===== src/rtl/pong_menu_pkg.sv =====
// Shared menu types, box geometry and default timing for the PONG front end.
// Latency: none (definitions only).
// Backpressure: none (definitions only).
package pong_menu_pkg;

    // Top-level flow of the menu controller.
    typedef enum logic [1:0] {
        MENU    = 2'd0,
        CONFIRM = 2'd1,
        RUN     = 2'd2
    } menu_state_e;

    // Default timing, in frames (one frame per rising vsync edge).
    localparam int DEF_N_ITEMS        = 4;
    localparam int DEF_REPEAT_DELAY   = 30;
    localparam int DEF_REPEAT_RATE    = 6;
    localparam int DEF_BLINK_FRAMES   = 8;
    localparam int DEF_CONFIRM_FRAMES = 64;

    // Box geometry shared with the menu renderer. All boxes share one
    // column; rows are 100 lines tall on a 192-line pitch.
    localparam int BOX_X_MIN   = 362;
    localparam int BOX_X_MAX   = 674;
    localparam int BOX_Y0_MIN  = 46;
    localparam int BOX_Y0_MAX  = 146;
    localparam int BOX_Y1_MIN  = 238;
    localparam int BOX_Y1_MAX  = 338;
    localparam int BOX_Y2_MIN  = 430;
    localparam int BOX_Y2_MAX  = 530;
    localparam int BOX_Y3_MIN  = 622;
    localparam int BOX_Y3_MAX  = 722;

    // Top line of box idx, for renderers that prefer an index lookup.
    function automatic int box_y_min(input int idx);
        case (idx)
            0:       return BOX_Y0_MIN;
            1:       return BOX_Y1_MIN;
            2:       return BOX_Y2_MIN;
            default: return BOX_Y3_MIN;
        endcase
    endfunction

    // Bottom line of box idx.
    function automatic int box_y_max(input int idx);
        case (idx)
            0:       return BOX_Y0_MAX;
            1:       return BOX_Y1_MAX;
            2:       return BOX_Y2_MAX;
            default: return BOX_Y3_MAX;
        endcase
    endfunction

endpackage


===== src/rtl/btn_repeat.sv =====
// Press detector plus hold/auto-repeat timer for one cursor direction.
// Latency: press and step are combinational from the current button level and frame tick.
// Backpressure: none; clr forces the hold timer back to zero whenever asserted.
module btn_repeat
    import pong_menu_pkg::*;
#(
    parameter int REPEAT_DELAY = DEF_REPEAT_DELAY,
    parameter int REPEAT_RATE  = DEF_REPEAT_RATE
) (
    input  logic pclk,
    input  logic rst,
    input  logic btn_lvl,     // this direction's debounced level
    input  logic other_lvl,   // opposite direction's level
    input  logic frame_tick,
    input  logic clr,         // any press anywhere, or not in MENU
    output logic press,
    output logic step
);

    localparam int HW = $clog2(REPEAT_DELAY + 1);
    localparam int RW = $clog2(REPEAT_RATE + 1);
    localparam logic [HW-1:0] HOLD_END = HW'(REPEAT_DELAY);
    localparam logic [RW-1:0] RATE_END = RW'(REPEAT_RATE - 1);

    logic          btn_q;
    logic [HW-1:0] hold_q, hold_d;
    logic [RW-1:0] rate_q, rate_d;
    logic          held_alone;

    // Press is kept apart from the timer logic so clr can include it
    // without forming a combinational path back into this block.
    assign press      = btn_lvl & ~btn_q;
    assign held_alone = btn_lvl & ~other_lvl;

    // Hold timer: saturates at the delay, then a rate timer paces repeats.
    always_comb begin
        hold_d = hold_q;
        rate_d = rate_q;
        step   = 1'b0;
        if (!held_alone || clr || press) begin
            hold_d = '0;
            rate_d = '0;
        end else if (frame_tick) begin
            if (hold_q != HOLD_END) begin
                hold_d = hold_q + 1'b1;
                step   = (hold_d == HOLD_END);
            end else if (rate_q == RATE_END) begin
                rate_d = '0;
                step   = 1'b1;
            end else begin
                rate_d = rate_q + 1'b1;
            end
        end
    end

    // Level copy for edge detect and the two timers.
    always_ff @(posedge pclk) begin
        if (rst) begin
            btn_q  <= 1'b0;
            hold_q <= '0;
            rate_q <= '0;
        end else begin
            btn_q  <= btn_lvl;
            hold_q <= hold_d;
            rate_q <= rate_d;
        end
    end

endmodule


===== src/rtl/menu_ctrl.sv =====
// Menu controller: wrapped cursor over the menu boxes, MENU->CONFIRM->RUN flow with blink, game start.
// Latency: an input edge sampled at clock edge k is reflected on the registered outputs from cycle k+1.
// Backpressure: none; buttons are levels and every edge is acted on in the cycle it is seen.
module menu_ctrl
    import pong_menu_pkg::*;
#(
    parameter int N_ITEMS        = DEF_N_ITEMS,
    parameter int REPEAT_DELAY   = DEF_REPEAT_DELAY,
    parameter int REPEAT_RATE    = DEF_REPEAT_RATE,
    parameter int BLINK_FRAMES   = DEF_BLINK_FRAMES,
    parameter int CONFIRM_FRAMES = DEF_CONFIRM_FRAMES
) (
    input  logic       pclk,
    input  logic       rst,
    input  logic       vsync_in,
    input  logic       btn_up,
    input  logic       btn_down,
    input  logic       btn_enter,
    input  logic       btn_back,
    output logic [1:0] sel_idx,
    output logic       highlight_on,
    output logic       menu_active,
    output logic       start_pulse,
    output logic [1:0] game_mode
);

    localparam int FW = $clog2(CONFIRM_FRAMES + 1);
    localparam int BW = $clog2(BLINK_FRAMES + 1);
    localparam logic [1:0]    LAST_IDX   = 2'(N_ITEMS - 1);
    localparam logic [FW-1:0] FRAMES_END = FW'(CONFIRM_FRAMES);
    localparam logic [BW-1:0] BLINK_LAST = BW'(BLINK_FRAMES - 1);

    menu_state_e   state_q, state_d;
    logic [1:0]    sel_idx_q, sel_idx_d;
    logic [1:0]    game_mode_q, game_mode_d;
    logic          highlight_q, highlight_d;
    logic          menu_active_q, menu_active_d;
    logic          start_pulse_q, start_pulse_d;
    logic [FW-1:0] frame_cnt_q, frame_cnt_d;
    logic [BW-1:0] blink_cnt_q, blink_cnt_d;

    logic vsync_q, enter_q, back_q;
    logic frame_tick, enter_press, back_press;
    logic up_press, down_press, up_step, down_step;
    logic any_press, rpt_clr;
    logic move_up, move_down;

    assign frame_tick  = vsync_in & ~vsync_q;
    assign enter_press = btn_enter & ~enter_q;
    assign back_press  = btn_back & ~back_q;
    assign any_press   = up_press | down_press | enter_press | back_press;
    // Auto-repeat only runs in MENU; any press restarts the hold timers.
    assign rpt_clr     = any_press | (state_q != MENU);

    btn_repeat #(
        .REPEAT_DELAY (REPEAT_DELAY),
        .REPEAT_RATE  (REPEAT_RATE)
    ) u_rpt_up (
        .pclk       (pclk),
        .rst        (rst),
        .btn_lvl    (btn_up),
        .other_lvl  (btn_down),
        .frame_tick (frame_tick),
        .clr        (rpt_clr),
        .press      (up_press),
        .step       (up_step)
    );

    btn_repeat #(
        .REPEAT_DELAY (REPEAT_DELAY),
        .REPEAT_RATE  (REPEAT_RATE)
    ) u_rpt_down (
        .pclk       (pclk),
        .rst        (rst),
        .btn_lvl    (btn_down),
        .other_lvl  (btn_up),
        .frame_tick (frame_tick),
        .clr        (rpt_clr),
        .press      (down_press),
        .step       (down_step)
    );

    // A move needs the opposite direction released; both held means no move.
    assign move_up   = (up_press | up_step) & ~btn_down;
    assign move_down = (down_press | down_step) & ~btn_up;

    // Flow FSM, cursor, blink timer and start pulse.
    always_comb begin
        state_d       = state_q;
        sel_idx_d     = sel_idx_q;
        game_mode_d   = game_mode_q;
        highlight_d   = highlight_q;
        start_pulse_d = 1'b0;
        frame_cnt_d   = frame_cnt_q;
        blink_cnt_d   = blink_cnt_q;

        case (state_q)
            MENU: begin
                highlight_d = 1'b1;
                // Enter outranks any cursor move in the same cycle.
                if (enter_press) begin
                    game_mode_d = sel_idx_q;
                    frame_cnt_d = '0;
                    blink_cnt_d = '0;
                    state_d     = CONFIRM;
                end else if (move_up) begin
                    sel_idx_d = (sel_idx_q == 2'd0) ? LAST_IDX : sel_idx_q - 1'b1;
                end else if (move_down) begin
                    sel_idx_d = (sel_idx_q == LAST_IDX) ? 2'd0 : sel_idx_q + 1'b1;
                end
            end

            CONFIRM: begin
                if (back_press) begin
                    state_d     = MENU;
                    highlight_d = 1'b1;
                    frame_cnt_d = '0;
                    blink_cnt_d = '0;
                end else if (frame_tick) begin
                    if (frame_cnt_q != FRAMES_END) begin
                        frame_cnt_d = frame_cnt_q + 1'b1;
                    end
                    if (frame_cnt_d == FRAMES_END) begin
                        state_d       = RUN;
                        start_pulse_d = 1'b1;
                        highlight_d   = 1'b0;
                        frame_cnt_d   = '0;
                        blink_cnt_d   = '0;
                    end else if (blink_cnt_q == BLINK_LAST) begin
                        blink_cnt_d = '0;
                        highlight_d = ~highlight_q;
                    end else begin
                        blink_cnt_d = blink_cnt_q + 1'b1;
                    end
                end
            end

            RUN: begin
                highlight_d = 1'b0;
                // Returning to the menu puts the cursor on the game just played.
                if (back_press) begin
                    state_d     = MENU;
                    sel_idx_d   = game_mode_q;
                    highlight_d = 1'b1;
                end
            end

            default: begin
                state_d     = MENU;
                highlight_d = 1'b1;
            end
        endcase

        menu_active_d = (state_d != RUN);
    end

    // Edge-detect copies and all registered state/outputs.
    always_ff @(posedge pclk) begin
        if (rst) begin
            vsync_q       <= 1'b0;
            enter_q       <= 1'b0;
            back_q        <= 1'b0;
            state_q       <= MENU;
            sel_idx_q     <= 2'd0;
            game_mode_q   <= 2'd0;
            highlight_q   <= 1'b1;
            menu_active_q <= 1'b1;
            start_pulse_q <= 1'b0;
            frame_cnt_q   <= '0;
            blink_cnt_q   <= '0;
        end else begin
            vsync_q       <= vsync_in;
            enter_q       <= btn_enter;
            back_q        <= btn_back;
            state_q       <= state_d;
            sel_idx_q     <= sel_idx_d;
            game_mode_q   <= game_mode_d;
            highlight_q   <= highlight_d;
            menu_active_q <= menu_active_d;
            start_pulse_q <= start_pulse_d;
            frame_cnt_q   <= frame_cnt_d;
            blink_cnt_q   <= blink_cnt_d;
        end
    end

    assign sel_idx      = sel_idx_q;
    assign highlight_on = highlight_q;
    assign menu_active  = menu_active_q;
    assign start_pulse  = start_pulse_q;
    assign game_mode    = game_mode_q;

endmodule


===== config.mk =====
export PLATFORM = sky130hd
export DESIGN_NAME = menu_ctrl
export DESIGN_NICKNAME = d
export VERILOG_FILES = /design/src/rtl/pong_menu_pkg.sv /design/src/rtl/btn_repeat.sv /design/src/rtl/menu_ctrl.sv
export SDC_FILE = /design/constraint.sdc
export NUM_CORES = 1
export LEC_CHECK = 0
export ABC_AREA = 1
export BUFFER_PORTS_ARGS = -buffer_cell sky130_fd_sc_hd__clkbuf_2
export CAP_MARGIN = 30
export CELL_PAD_IN_SITES_DETAIL_PLACEMENT = 1
export CELL_PAD_IN_SITES_GLOBAL_PLACEMENT = 2
export CORE_ASPECT_RATIO = 0.9
export CORE_MARGIN = 2
export CORE_UTILIZATION = 32
export CTS_BUF_LIST = sky130_fd_sc_hd__clkbuf_4
export DETAILED_ROUTE_END_ITERATION = 7
export GPL_TIMING_DRIVEN = 1
export PLACE_DENSITY_LB_ADDON = 0.1
export SYNTH_ARGS = -nofsm -noshare
export SYNTH_HDL_FRONTEND = slang
export SYNTH_SLANG_ARGS = --single-unit

===== constraint.sdc =====
create_clock -name pclk -period 2 [get_ports pclk]
set_clock_uncertainty 0.05 [all_clocks]
set_input_delay 0 -clock pclk [delete_from_list [all_inputs] [get_ports pclk]]
set_output_delay 0 -clock pclk [all_outputs]
set_load 0.005 [all_outputs]

==> results.json <==
{
  "status": "finished clean",
  "max_freq_mhz": 544,
  "rsz0062_at_grt": "yes",
  "pwr-share-seq_pct": 51.1,
  "grt_use_total_pct": 16.1,
  "fillCellCount": 929,
  "cap_violations": 0,
  "hold_viol_final": 0,
  "synth_area_per_cell_um2": 7.08,
  "grt_pass1_vias": 2165,
  "max_slew_margin_pct": 73.1,
  "grt_pass1_wl_um": 10300,
  "die_y_um": 85.6,
  "synth_mux_area_share_pct": 0,
  "cts.sinks": 41,
  "switching_share_pct": 28.1,
  "ys_warn_count": 0,
  "pwr-share-comb_pct": 15.7,
  "drt_iter0_drc": 43,
  "r2r_end": "highlight_on",
  "startpoint_type": "register",
  "fin_crit_ns": 1.84,
  "ys_seq_area_share_pct": 34.7,
  "critPathMaxStageDelay_ns": 0.38,
  "yosys.cell_types.count": 33,
  "worstReg2RegStart": "frame_cnt_q[0]",
  "grt-ovfl-total": 0,
  "finalNonFillerCells": 465,
  "path_clk_slew_ns": 0.13,
  "routedWlPerCell_um": 12.4,
  "nets": 393,
  "leakagePower_nw": 1.23,
  "firstDrtPassIters": 4,
  "cp_slowest_cell": "dfxtp_4",
  "cts-htree-levels": 2,
  "synth-compound-area-share_pct": 10.6,
  "syn_nets": 356,
  "holdCritPathClass": "in2reg",
  "p_int_mw": 1.19,
  "ant_nets": 0,
  "ios": 14,
  "critPathKind": "reg2reg",
  "fin_crit_sh_pct": 91.9,
  "async_reset_ff_share_pct": 0,
  "reg2reg_depth": 14,
  "synth_simple_gate_area_share_pct": 36.3,
  "synth-xor-area-share_pct": 2.59,
  "p_switching_mw": 0.465,
  "die-area_mm2": 0.00810,
  "worst_ir_drop_vdd_mv": 0.260,
  "drt-total-wl_um": 5770,
  "pre_cts_ws_ns": 0.0854,
  "rows": 29,
  "diodes": 0,
  "synth_top_family_by_area": "simple AND/OR/NAND/NOR gates",
  "antenna_found_initial": 0,
  "cts_tree": "built",
  "setup_viol": 0,
  "synth-seq-cells": 41,
  "root_buffer": "clkbuf_4",
  "grt_max_degree": 19,
  "dp_cells": 442,
  "synth_edf_count": 0,
  "initial_core_util_pct": 33.3,
  "pwr-share-clk_pct": 33.2,
  "worstMarginPinSlew_ns": 0.402,
  "reg2reg_setup_slack_ns": 0.16,
  "syn-cell-area_mm2": 0.00237,
  "endpoint_kind": "register",
  "clk_latency_ns": 0.36,
  "cp.required_ns": 2.20,
  "synth_fa_ha_area_share_pct": 7.93,
  "vias": 2157,
  "cts_buffers": 5,
  "ys.flop_type": "dfxtp_1",
  "holdPathStages": 4,
  "numPortBuffers": 13,
  "arrival_ns": 2.04,
  "path_cells": "inv_2, ha_1, nand4_1, buf_4, xor2_2, nand2_2, nor2_8, nand2_4, nand2_4, nand2_4, nor2_2, nand2_1, nand2_1, nand2_1",
  "die_w_um": 94.6,
  "via_per_inst": 4.64,
  "worst-path-max-fanout": 6,
  "hold_path_end": "enter_q",
  "clk_path_buf_depth": 2,
  "timing.hold.ws_ns": 0.344,
  "hpwl_um": 4380,
  "synth_cells": 334,
  "power.density_mw_per_mm2": 571,
  "drive_gt1_share_pct": 28.2,
  "worstHoldStart": "btn_enter",
  "drv_slew": 0,
  "gp_congestion": 0.739,
  "core_mm2": 0.00711,
  "drc": 0,
  "area_delta_synth_final_pct": 22.7,
  "worst_slack_ns": 0.161
}
==> per-stage QoR <==
step	util, %	total power [mW]	TNS [ns]	cell area (µm²)
floorplan	-	1.03	0	2370
global placement	36.2	1.11	0	2570
detailed placement	36.2	1.11	0	2570
CTS	38.2	1.69	0	2710
global route	40.8	1.76	-0.0337	2900
finish	40.8	1.66	0	2900
==> routing by layer <==
layer	global-route usage [%]	share of wire, %
met3	3.25	2.2
met2	24.3	42
met4	5.14	1.4
met5	0	0
met1	22.9	54
==> cells in the mapped netlist, types with 2 or more instances <==
cell        n  share of area, %
a21oi_1    27               5.7
a22oi_1     2              0.63
a2bb2oi_1   2              0.74
buf_2       2              0.42
clkbuf_1    2              0.32
dfxtp_1    41                35
ha_1       15               7.9
inv_1      40               6.3
inv_2       3              0.48
nand2_1    77                12
nand2_2     9               2.4
nand2_4     4               1.9
nand3_1    15               3.2
nand3b_1    2              0.63
nand4_1     8               2.1
nor2_1     43               6.8
nor2_2      5               1.3
nor2_4      3               1.4
nor3_1      4              0.85
o21ai_0     7               1.5
or2_2       6               1.6
xor2_1      6               2.2
==> critical path: cells and delay by family (launching register included) <==
| family | cells | cell delay, ns |
|---|---|---|
| AND/OR/NAND/NOR | 10 | 0.75 |
| buffers and inverters | 2 | 0.24 |
| adder cells (fa/ha/maj) | 1 | 0.15 |
| XOR/XNOR | 1 | 0.16 |
| flip-flops | 1 | 0.38 |
==> flip-flops by register name, indices dropped and copies added, names as in the netlist, 3 cells and up <==
signal and flops:
u_rpt_down.rate_q 3, u_rpt_up.hold_q 5, frame_cnt_q 7, blink_cnt_q 4
u_rpt_up.rate_q 3, u_rpt_down.hold_q 5
==> logic make-up (layout without fill, tap and decap cells) <==
kind of cell / after synthesis / after routing
xor gates and xnor gates: 7 / 7
and+or+nand+nor: 180 / 180
AOI/OAI and AO/OA: 43 / 43
buffers and inverters: 48 / 86
DFF: 41 / 41
adders and majority gates: 15 / 15
==> power groups by stage <==
stage,Clock (mW),Sequential [mW],Combinational (mW)
floorplan,0,0.869,0.162
global route,0.613,0.851,0.300
detailed placement,0,0.871,0.242
global placement,0,0.871,0.240
CTS,0.581,0.853,0.252
finish,0.550,0.847,0.260
==> layout make-up <==
class                      instances  area, µm²  share of cell area [%]
clock buffer                       5       37.5                    1.29
clock inverter                     3       41.3                    1.42
inverter                          43        164                    5.65
multi-input combinational        245       1450                    50.0
sequential                        41        847                    29.2
tap                               93        116                    4.01
timing repair buffer              35        245                    8.45
==> layout by cell type, fill, tap and decap left out, drive strengths merged, types with 2 or more instances in the layout <==
cell,instances
ha,15
buf,16
dfxtp,41
o21ai,9
a22oi,2
nand4,8
a21oi,28
nor3,4
nand2,90
inv,43
nand3,16
a2bb2oi,2
dlygate4sd3,6
nor2,52
or2,8
nand3b,2
xor2,6
clkbuf,18
==> worst max-delay path by stage <==
| stage | slack (ns) | startpoint | endpoint | cells past startpoint |
|---|---|---|---|---|
| 2_1_floorplan | 0.25 | u_rpt_up.hold_q[0] | sel_idx[1] | 14 |
| 3_3_place_gp | 0.09 | state_q[1] | sel_idx[1] | 13 |
| 3_5_place_dp | 0.09 | state_q[0] | sel_idx[1] | 13 |
| 4_1_cts | 0.07 | state_q[1] | sel_idx[1] | 13 |
| 5_1_grt | -0.02 | frame_cnt_q[0] | highlight_on | 14 |
| 6_report | 0.16 | frame_cnt_q[0] | highlight_on | 14 |
==> repair_timing <==
item | in CTS | in global routing
hold buffers | 6 | 0
gates resized for setup | 0 | 44
hold endpoints to repair | 6 | 0
endpoints found under the setup margin | 0 | 19
setup buffers | 0 | 9
Note: power is estimated with default switching activity, not from simulation.
